## src/rtl/beam_scan_controller.sv

```systemverilog
// Beam scan controller: steps delay_select through the candidate directions, integrates
// |beamformed sum| per direction after a flush period, and locks onto the most energetic one.
module beam_scan_controller #(
    parameter int unsigned NUM_DIRS       = 3,
    parameter int unsigned SETTLE_SAMPLES = 16,
    parameter int unsigned WINDOW_LOG2    = 8,
    parameter int unsigned DATA_W         = 22,
    parameter int unsigned ACC_W          = 30
) (
    input  logic                     clk,
    input  logic                     rst,
    input  logic                     sample_valid,
    input  logic signed [DATA_W-1:0] sum_data,
    input  logic                     start,
    input  logic                     abort,
    input  logic                     manual_we,
    input  logic        [4:0]        manual_dir,
    output logic        [4:0]        delay_select,
    output logic                     busy,
    output logic                     done,
    output logic        [4:0]        best_dir,
    output logic        [ACC_W-1:0]  best_energy
);

    localparam int unsigned DIR_W   = 5;
    localparam int unsigned WIN     = 1 << WINDOW_LOG2;
    localparam int unsigned CNT_MAX = (SETTLE_SAMPLES > WIN) ? SETTLE_SAMPLES : WIN;
    localparam int unsigned CNT_W   = $clog2(CNT_MAX + 1);
    localparam int unsigned ABS_W   = DATA_W - 1;

    typedef enum logic [2:0] {
        S_IDLE,
        S_SETTLE,
        S_ACCUM,
        S_COMPARE,
        S_LOCK
    } state_t;

    state_t             r_state;
    logic [CNT_W-1:0]   r_cnt;
    logic [ACC_W-1:0]   r_acc;
    logic [DIR_W-1:0]   r_cur_dir;
    logic [DIR_W-1:0]   r_run_dir;
    logic [ACC_W-1:0]   r_run_energy;
    logic [DIR_W-1:0]   r_delay;
    logic               r_busy;
    logic               r_done;
    logic [DIR_W-1:0]   r_best_dir;
    logic [ACC_W-1:0]   r_best_energy;

    logic [ABS_W-1:0]   w_abs;
    logic               w_take;
    logic [DIR_W-1:0]   w_win_dir;
    logic [ACC_W-1:0]   w_win_energy;
    logic               w_last_dir;
    logic               w_manual_ok;

    // Magnitude of the sum; the most-negative code clamps to the largest positive magnitude.
    always_comb begin
        w_abs = sum_data[ABS_W-1:0];
        if (sum_data[DATA_W-1]) begin
            if (sum_data == {1'b1, {(DATA_W-1){1'b0}}}) begin
                w_abs = '1;
            end else begin
                w_abs = ABS_W'(-sum_data);
            end
        end
    end

    // Direction 0 always seeds the running best; later ones must be strictly larger.
    assign w_take       = (r_acc > r_run_energy) || (r_cur_dir == '0);
    assign w_win_dir    = w_take ? r_cur_dir : r_run_dir;
    assign w_win_energy = w_take ? r_acc : r_run_energy;
    assign w_last_dir   = (r_cur_dir == DIR_W'(NUM_DIRS - 1));
    assign w_manual_ok  = manual_we && ({1'b0, manual_dir} < 6'(NUM_DIRS));

    always_ff @(posedge clk or negedge rst) begin
        if (!rst) begin
            r_state       <= S_IDLE;
            r_cnt         <= '0;
            r_acc         <= '0;
            r_cur_dir     <= '0;
            r_run_dir     <= '0;
            r_run_energy  <= '0;
            r_delay       <= '0;
            r_busy        <= 1'b0;
            r_done        <= 1'b0;
            r_best_dir    <= '0;
            r_best_energy <= '0;
        end else begin
            r_done <= 1'b0;
            if (abort) begin
                r_state <= S_IDLE;
                r_busy  <= 1'b0;
                r_cnt   <= '0;
                r_acc   <= '0;
            end else begin
                case (r_state)
                    S_IDLE, S_LOCK: begin
                        if (start) begin
                            r_state      <= S_SETTLE;
                            r_busy       <= 1'b1;
                            r_cnt        <= '0;
                            r_cur_dir    <= '0;
                            r_delay      <= '0;
                            r_run_dir    <= '0;
                            r_run_energy <= '0;
                        end else if (w_manual_ok) begin
                            r_delay <= manual_dir;
                        end
                    end
                    S_SETTLE: begin
                        if (sample_valid) begin
                            if (r_cnt == CNT_W'(SETTLE_SAMPLES - 1)) begin
                                r_state <= S_ACCUM;
                                r_cnt   <= '0;
                                r_acc   <= '0;
                            end else begin
                                r_cnt <= r_cnt + 1'b1;
                            end
                        end
                    end
                    S_ACCUM: begin
                        if (sample_valid) begin
                            r_acc <= r_acc + ACC_W'(w_abs);
                            if (r_cnt == CNT_W'(WIN - 1)) begin
                                r_state <= S_COMPARE;
                                r_cnt   <= '0;
                            end else begin
                                r_cnt <= r_cnt + 1'b1;
                            end
                        end
                    end
                    S_COMPARE: begin
                        r_run_dir    <= w_win_dir;
                        r_run_energy <= w_win_energy;
                        if (!w_last_dir) begin
                            r_cur_dir <= r_cur_dir + 1'b1;
                            r_delay   <= r_cur_dir + 1'b1;
                            r_state   <= S_SETTLE;
                        end else begin
                            r_state       <= S_LOCK;
                            r_busy        <= 1'b0;
                            r_delay       <= w_win_dir;
                            r_best_dir    <= w_win_dir;
                            r_best_energy <= w_win_energy;
                            r_done        <= 1'b1;
                        end
                    end
                    default: begin
                        r_state <= S_IDLE;
                        r_busy  <= 1'b0;
                    end
                endcase
            end
        end
    end

    assign delay_select = r_delay;
    assign busy         = r_busy;
    assign done         = r_done;
    assign best_dir     = r_best_dir;
    assign best_energy  = r_best_energy;

endmodule
```

## config.mk

```make
export PLATFORM = sky130hd
export DESIGN_NAME = beam_scan_controller
export DESIGN_NICKNAME = d
export VERILOG_FILES = /design/src/rtl/beam_scan_controller.sv
export SDC_FILE = /design/constraint.sdc
export NUM_CORES = 1
export LEC_CHECK = 0
export BUFFER_PORTS_ARGS = -buffer_cell sky130_fd_sc_hd__buf_4
export CAP_MARGIN = 25
export CORE_ASPECT_RATIO = 0.75
export CORE_MARGIN = 1
export CORE_UTILIZATION = 35
export CTS_BUF_LIST = sky130_fd_sc_hd__clkbuf_4 sky130_fd_sc_hd__clkbuf_8 sky130_fd_sc_hd__clkbuf_16
export DETAILED_ROUTE_END_ITERATION = 8
export PLACE_DENSITY_LB_ADDON = 0.3
export SYNTH_ARGS = -nofsm -noshare
export SYNTH_HDL_FRONTEND = slang
export SYNTH_SLANG_ARGS = --single-unit
export TNS_END_PERCENT = 100
```

## constraint.sdc

```tcl
create_clock -name clk -period 4.15 [get_ports clk]
set_clock_uncertainty 0.2 [all_clocks]
set_input_delay 0.83 -clock clk [delete_from_list [all_inputs] [get_ports clk]]
set_output_delay 0.83 -clock clk [all_outputs]
set_load 0.005 [all_outputs]
```

==> metrics, run 1 <==
status complete, but fails checks; failing checks negative setup slack; Syn Area/Cell 9.137 um2; worst vdd ir 231.9 uV; HPWL after detailed placement approximately 15 mm; clk sink count approximately 120; fmax around 0.23 GHz; 1st-iter DRT viols 538; Tcrit/Tclk final 103.2%; synthesized cell area 8023 um2; Syn Nets around 1000; row cnt 47; Worst setup EP type flip-flop; setup ws final -0.1316 ns; Root Buffer clkbuf_16; Reg2Reg Depth 9; initial antenna violation count 0; Antenna Cells 0; # IOs 75; Die X roughly 180 um; #FFs+latches synth between 100 and 150; Required @ worst endpoint 4.29 ns; sequential area share after synthesis between 30% and 40%; Final Hold Fails 0; Chip Height ~130 um; CP startpoint kind primary input; CTS Hold Bufs 0; synth unique cells 67; Synth Warn # 0; largest net degree at the start of global routing between 50 and 60; H-tree depth 4; die area ~24000 um2; final cell count without fillers ~1300; CTS tree done; GR Util All Layers 18.89%; max incr delay on CP 0.44 ns; Worst-path clk slew 0.06 ns; via count 6937; worst path cell trace buf_6 -> nor4_4 -> nand4_1 -> nand2b_4 -> or4_4 -> nor4_4 -> nand3b_1 -> buf_6 -> nand2_2 -> ha_4 -> fa_2 -> nand3_2 -> nand2_2 -> a21oi_4 -> o31a_1 -> o21ai_4 -> a221oi_4 -> or3_1 -> a21oi_1; Crit-path slowest cell or4_4; RSZ-0062 raised after global routing yes; Final Util 46.75%; WL per Instance around 16 um; CP delay by family, top simple AND/OR/NAND/NOR gates; number of global-route vias before repair 6670; CTS buffer count 17; drc violations 0; drt pass-1 iters 5; Core ar. roughly 22000 um2; Slew Viols, Final 0; CP Buf/Inv Count 2; maxcap violations 0; CP arrival 4.42 ns; Final GP Congestion 0.8633; GR Overflow Total 0; PD cells 397.5 nW/um2; Slew @ Worst Pin 0.7462 ns; layout cell share with drive strength beyond 1 about a quarter; starting density of the core 36.00%; critical path depth 19; Final nets 1125; Crit Path Class in2reg; EDFF count, synth 0; IO Port Bufs 74; Crit Path Max Fanout 16; prevailing post-synth register cell dfrtp_1; Final Critical Period 4.282 ns; drt total wl 21.54 mm; global-route wire length before repair 35.22 mm; antenna viol nets, final 0; Async SR Flop Fraction 100.0%; worst skew pair latency 0.42 ns; Clock Tree Buf Depth 2; relative slew slack between 50% and 60%; routed vias/inst 5.204; worst min-delay path class in2async; cell count after synthesis 878; Area Growth Syn to Fin 29.87%; Cells after DPL 1298; Lkg Pwr 0.004819 uW; final setup vio count 13
==> metrics by stage <==
| stage | cell area, um2 | worst slack [ns] | hold slack [ns] | total power, uW | setup TNS, ns |
|---|---|---|---|---|---|
| floorplan | 8135 | -0.1799 | 0.2657 | 2109 | -1.421 |
| global placement | 9584 | -0.5061 | 0.2632 | 2527 | -8.455 |
| detailed placement | 9584 | -0.6196 | 0.2745 | 2541 | -10.25 |
| CTS | 10320 | -0.1043 | 0.2819 | 4137 | -0.3908 |
| global route | 10420 | -0.3666 | 0.3048 | 4358 | -4.631 |
| finish | 10420 | -0.1316 | 0.2515 | 4141 | -0.9619 |
==> where the power goes <==
group | internal, uW | switching [uW] | total (uW)
combinational | 526 | 678 | 1200
clock | 1000 | 561 | 1570
sequential | 1270 | 98.0 | 1370
total | 2800 | 1340 | 4140
==> final timing paths <==
check	from	end	slack, ns
worst min-delay path	rst	delay_select[4]	0.25
min in group clk	best_dir[2]	best_dir[2]	0.28
max in group asynchronous	rst	r_run_energy[18]	2.64
worst max-delay path	sum_data[6]	r_acc[26]	-0.13
worst min register to register	best_dir[2]	best_dir[2]	0.28
worst max register to register	r_acc[12]	r_run_energy[19]	0.76
==> per-layer routing <==
layer  vias to the layer above  GRT usage (%)  wire, um  part of all wire, %
met3                        16          2.997       719                  3.3
met4                         0          5.029       227                  1.1
met2                       121          27.89      9372                   44
met1                      3357          28.39     11220                   52
li1                       3443              -         -                    -
met5                         -              0         0                    0
==> cells in the final DEF, fill, tap and decap left out, drive strengths merged, types with 3 or more instances in the layout <==
cell type	Yosys	final
a41oi	3	3
a211oi	3	3
and3	8	8
a21oi	49	49
a22o	36	36
xor2	27	27
o21a	4	4
xnor2	13	13
ha	65	65
a221oi	3	3
clkinv	0	6
and4	3	3
o21ai	94	94
nand2b	9	9
nor2b	8	8
a21o	13	13
a31oi	6	6
buf	15	168
nor3	11	11
inv	55	55
clkbuf	24	22
or3	7	7
o41ai	5	5
o211ai	4	4
nand2	132	132
nor2	25	25
mux2i	36	36
nand3b	7	7
nand3	24	24
bufinv	0	3
nand4	9	9
and2	5	5
o31ai	16	16
o21bai	3	3
dfrtp	124	124
nor4	6	6
==> flip-flops by register name, summed over array words and instances (netlist names) <==
signal,count
done,1
best_dir,5
r_cur_dir,5
delay_select,5
r_cnt,9
r_run_dir,5
r_acc,30
best_energy,30
r_run_energy,30
r_state,3
busy,1
==> layout make-up <==
class	count	area, um2
fill	2144	11870
multi-input combinational	660	4823
sequential	124	3103
timing repair buffer	168	1297
clock buffer	22	481.7
tap	294	367.9
inverter	55	206.4
clock inverter	10	138.9
==> cell usage after synthesis, drive strengths merged, types with 15 or more instances <==
cell type / n / area share (%)
dfrtp: 124 / 39
clkbuf: 24 / 1.1
o31ai: 16 / 1.5
a21oi: 49 / 3.1
mux2i: 36 / 4.5
nand3: 24 / 1.5
o21ai: 94 / 5.9
buf: 15 / 1.3
nor2: 25 / 1.2
ha: 65 / 10
a22o: 36 / 3.9
inv: 55 / 2.6
xor2: 27 / 2.9
nand2: 132 / 6.2
==> logic make-up after synthesis <==
logic type | after synthesis | share of synthesized area [%]
xor+xnor | 40 | 4.367
mux | 37 | 4.632
simple gates | 261 | 16.19
buf+inv | 94 | 4.975
compound gates | 256 | 20.77
flops | 124 | 38.68
fa+ha+maj | 66 | 10.39
==> what timing repair did <==
action / in CTS / in global routing
buffers inserted: 3 / 0
gates resized for setup: 18 / 21
cloned: 0 / 0
pin swaps: 8 / 4
hold endpoints to repair: 0 / 0
endpoints found under the setup margin: 16 / 21
Note: power is estimated with default switching activity, not from simulation.
==> inputs of run 2 (changes only) <==
--- a/config.mk
+++ b/config.mk
@@ -13,6 +13,8 @@
 export CTS_BUF_LIST = sky130_fd_sc_hd__clkbuf_4 sky130_fd_sc_hd__clkbuf_8 sky130_fd_sc_hd__clkbuf_16
 export DETAILED_ROUTE_END_ITERATION = 8
 export PLACE_DENSITY_LB_ADDON = 0.3
+export SKIP_CTS_REPAIR_TIMING = 1
+export SKIP_LAST_GASP = 1
 export SYNTH_ARGS = -nofsm -noshare
 export SYNTH_HDL_FRONTEND = slang
 export SYNTH_SLANG_ARGS = --single-unit
==> metrics, run 2 (same netlist as run 1, synthesis figures left out) <==
# IOs 75; global-route wire length before repair 34.73 mm; multi-input gate area in the final layout 5032 um2; Root Buffer clkbuf_16; Final Util 48.32%; H-tree depth 4; failing checks negative setup slack; Worst-path clk slew 0.06 ns; commonest non-fill, non-tap cell in the layout buf_4; most frequent cells in the layout buf_4, dfrtp_1, nand2_1; fmax around 0.23 GHz; Worst R2R Start r_acc[11]; Slew Viols, Final 0; IO Port Bufs 74; Required @ worst endpoint 4.29 ns; CP arrival 4.50 ns; Tcrit/Tclk final 105.1%; HPWL after detailed placement 15.43 mm; Reg2Reg Setup Slack around 0.80 ns; crit-path most repeated cell nor4_4; worst path cell trace buf_8 -> nor4_4 -> nand4_1 -> nand2b_4 -> or4_4 -> nor4_4 -> nand3b_1 -> buf_6 -> buf_12 -> nand2_4 -> ha_4 -> fa_2 -> nand3_2 -> nand2_2 -> a21oi_4 -> o31a_1 -> o21ai_4 -> a221oi_4 -> or3_1 -> a21oi_1; Crit Path Max Fanout 8; clk sink count 124; number of global-route vias before repair approximately 6600; maxcap violations 0; GR Overflow Total 0; reg2reg end r_run_energy[17]; Lkg Pwr 0.004923 uW; RSZ-0062 raised after global routing yes; Area Growth Syn to Fin 34.23%; relative slew slack 50.34%; routed vias/inst 5.202; Final nets between 1000 and 1500; setup ws final -0.2102 ns; Core ar. roughly 22000 um2; Reg area 3103 um2; WHS 0.2561 ns; max incr delay on CP 0.44 ns; die area 23540 um2; largest net degree at the start of global routing 54; CTS buffer count 17; worst min-delay path class in2async; worst setup path start sum_data[6]; worst vdd ir 231.2 uV; starting density of the core 36.00%; layout cell share with drive strength beyond 1 27.71%; Crit Path Class in2reg; FILL cells about 2100; Chip Height approximately 130 um; Die X 176.8 um; row cnt 47; Final Critical Period about 4.4 ns; Final Hold Fails 0; PD cells 390.7 nW/um2; drt pass-1 iters 5; Crit-path slowest cell or4_4; status complete, but fails checks; final setup vio count 19; worst skew pair latency 0.42 ns; WL per Instance 16.36 um; drc violations 0; Reg2Reg Depth 8; 1st-iter DRT viols 539; CTS tree done; Clock Tree Buf Depth 2; via count about 7000; Slew @ Worst Pin about 0.74 ns; Final GP Congestion ~0.86; initial antenna violation count 0; GR Util All Layers 18.64%; Antenna Cells 0; CP startpoint kind primary input; Worst setup EP type flip-flop; drt total wl 21.99 mm; antenna viol nets, final 0
==> run 2: worst max-delay path by stage <==
stage               cells past startpoint  slack [ns]         to
floorplan                              17       -0.18  r_acc[26]
global placement                       19       -0.51  r_acc[27]
detailed placement                     18       -0.62  r_acc[26]
CTS                                    18       -0.21  r_acc[26]
global route                           20       -0.38  r_acc[26]
finish                                 20       -0.21  r_acc[26]
==> run 2: through the flow <==
stage,setup TNS [ns],instance area [um2],power (uW),setup slack (ns),cells
detailed placement,-10.25,9584,2541,-0.6196,1298
global placement,-8.455,9584,2527,-0.5061,1298
finish,-2.324,10770,4207,-0.2102,1344
CTS,-1.897,10200,4115,-0.2128,1330
floorplan,-1.421,8135,2109,-0.1799,878
global route,-5.432,10770,4428,-0.3844,1344
==> run 2: critical path, delay by kind of cell <==
kind | cells | cell delay (ns)
buffers and inverters | 3 | 0.40
AO/OA/AOI/OAI | 5 | 0.84
AND/OR/NAND/NOR | 10 | 2.08
adder cells (fa/ha/maj) | 2 | 0.33
==> run 2: power breakdown <==
| part | internal, uW | leakage (uW) | total (uW) | switching (uW) |
|---|---|---|---|---|
| sequential | 1270 | 0.00172 | 1370 | 101 |
| combinational | 563 | 0.00290 | 1270 | 706 |
| clock | 1010 | 0.000307 | 1570 | 560 |
| total | 2840 | 0.00492 | 4210 | 1370 |
==> run 2: area by class of cell <==
class | count | area share [%]
Tap cell | 294 | 3.416
Multi-Input combinational cell | 660 | 46.73
Inverter | 55 | 1.917
Clock buffer | 22 | 4.473
Clock inverter | 10 | 1.290
Timing Repair Buffer | 179 | 13.36
Sequential cell | 124 | 28.81
==> run 2: per-layer routing <==
metal / wire, um / vias up / GRT usage (%) / part of all wire (%)
met5: 0 / - / 0 / 0
met4: 133 / 0 / 4.406 / 0.60
met3: 786 / 11 / 2.968 / 3.6
met2: 9740 / 124 / 27.52 / 44
met1: 11330 / 3391 / 28.22 / 52
li1: - / 3466 / - / -
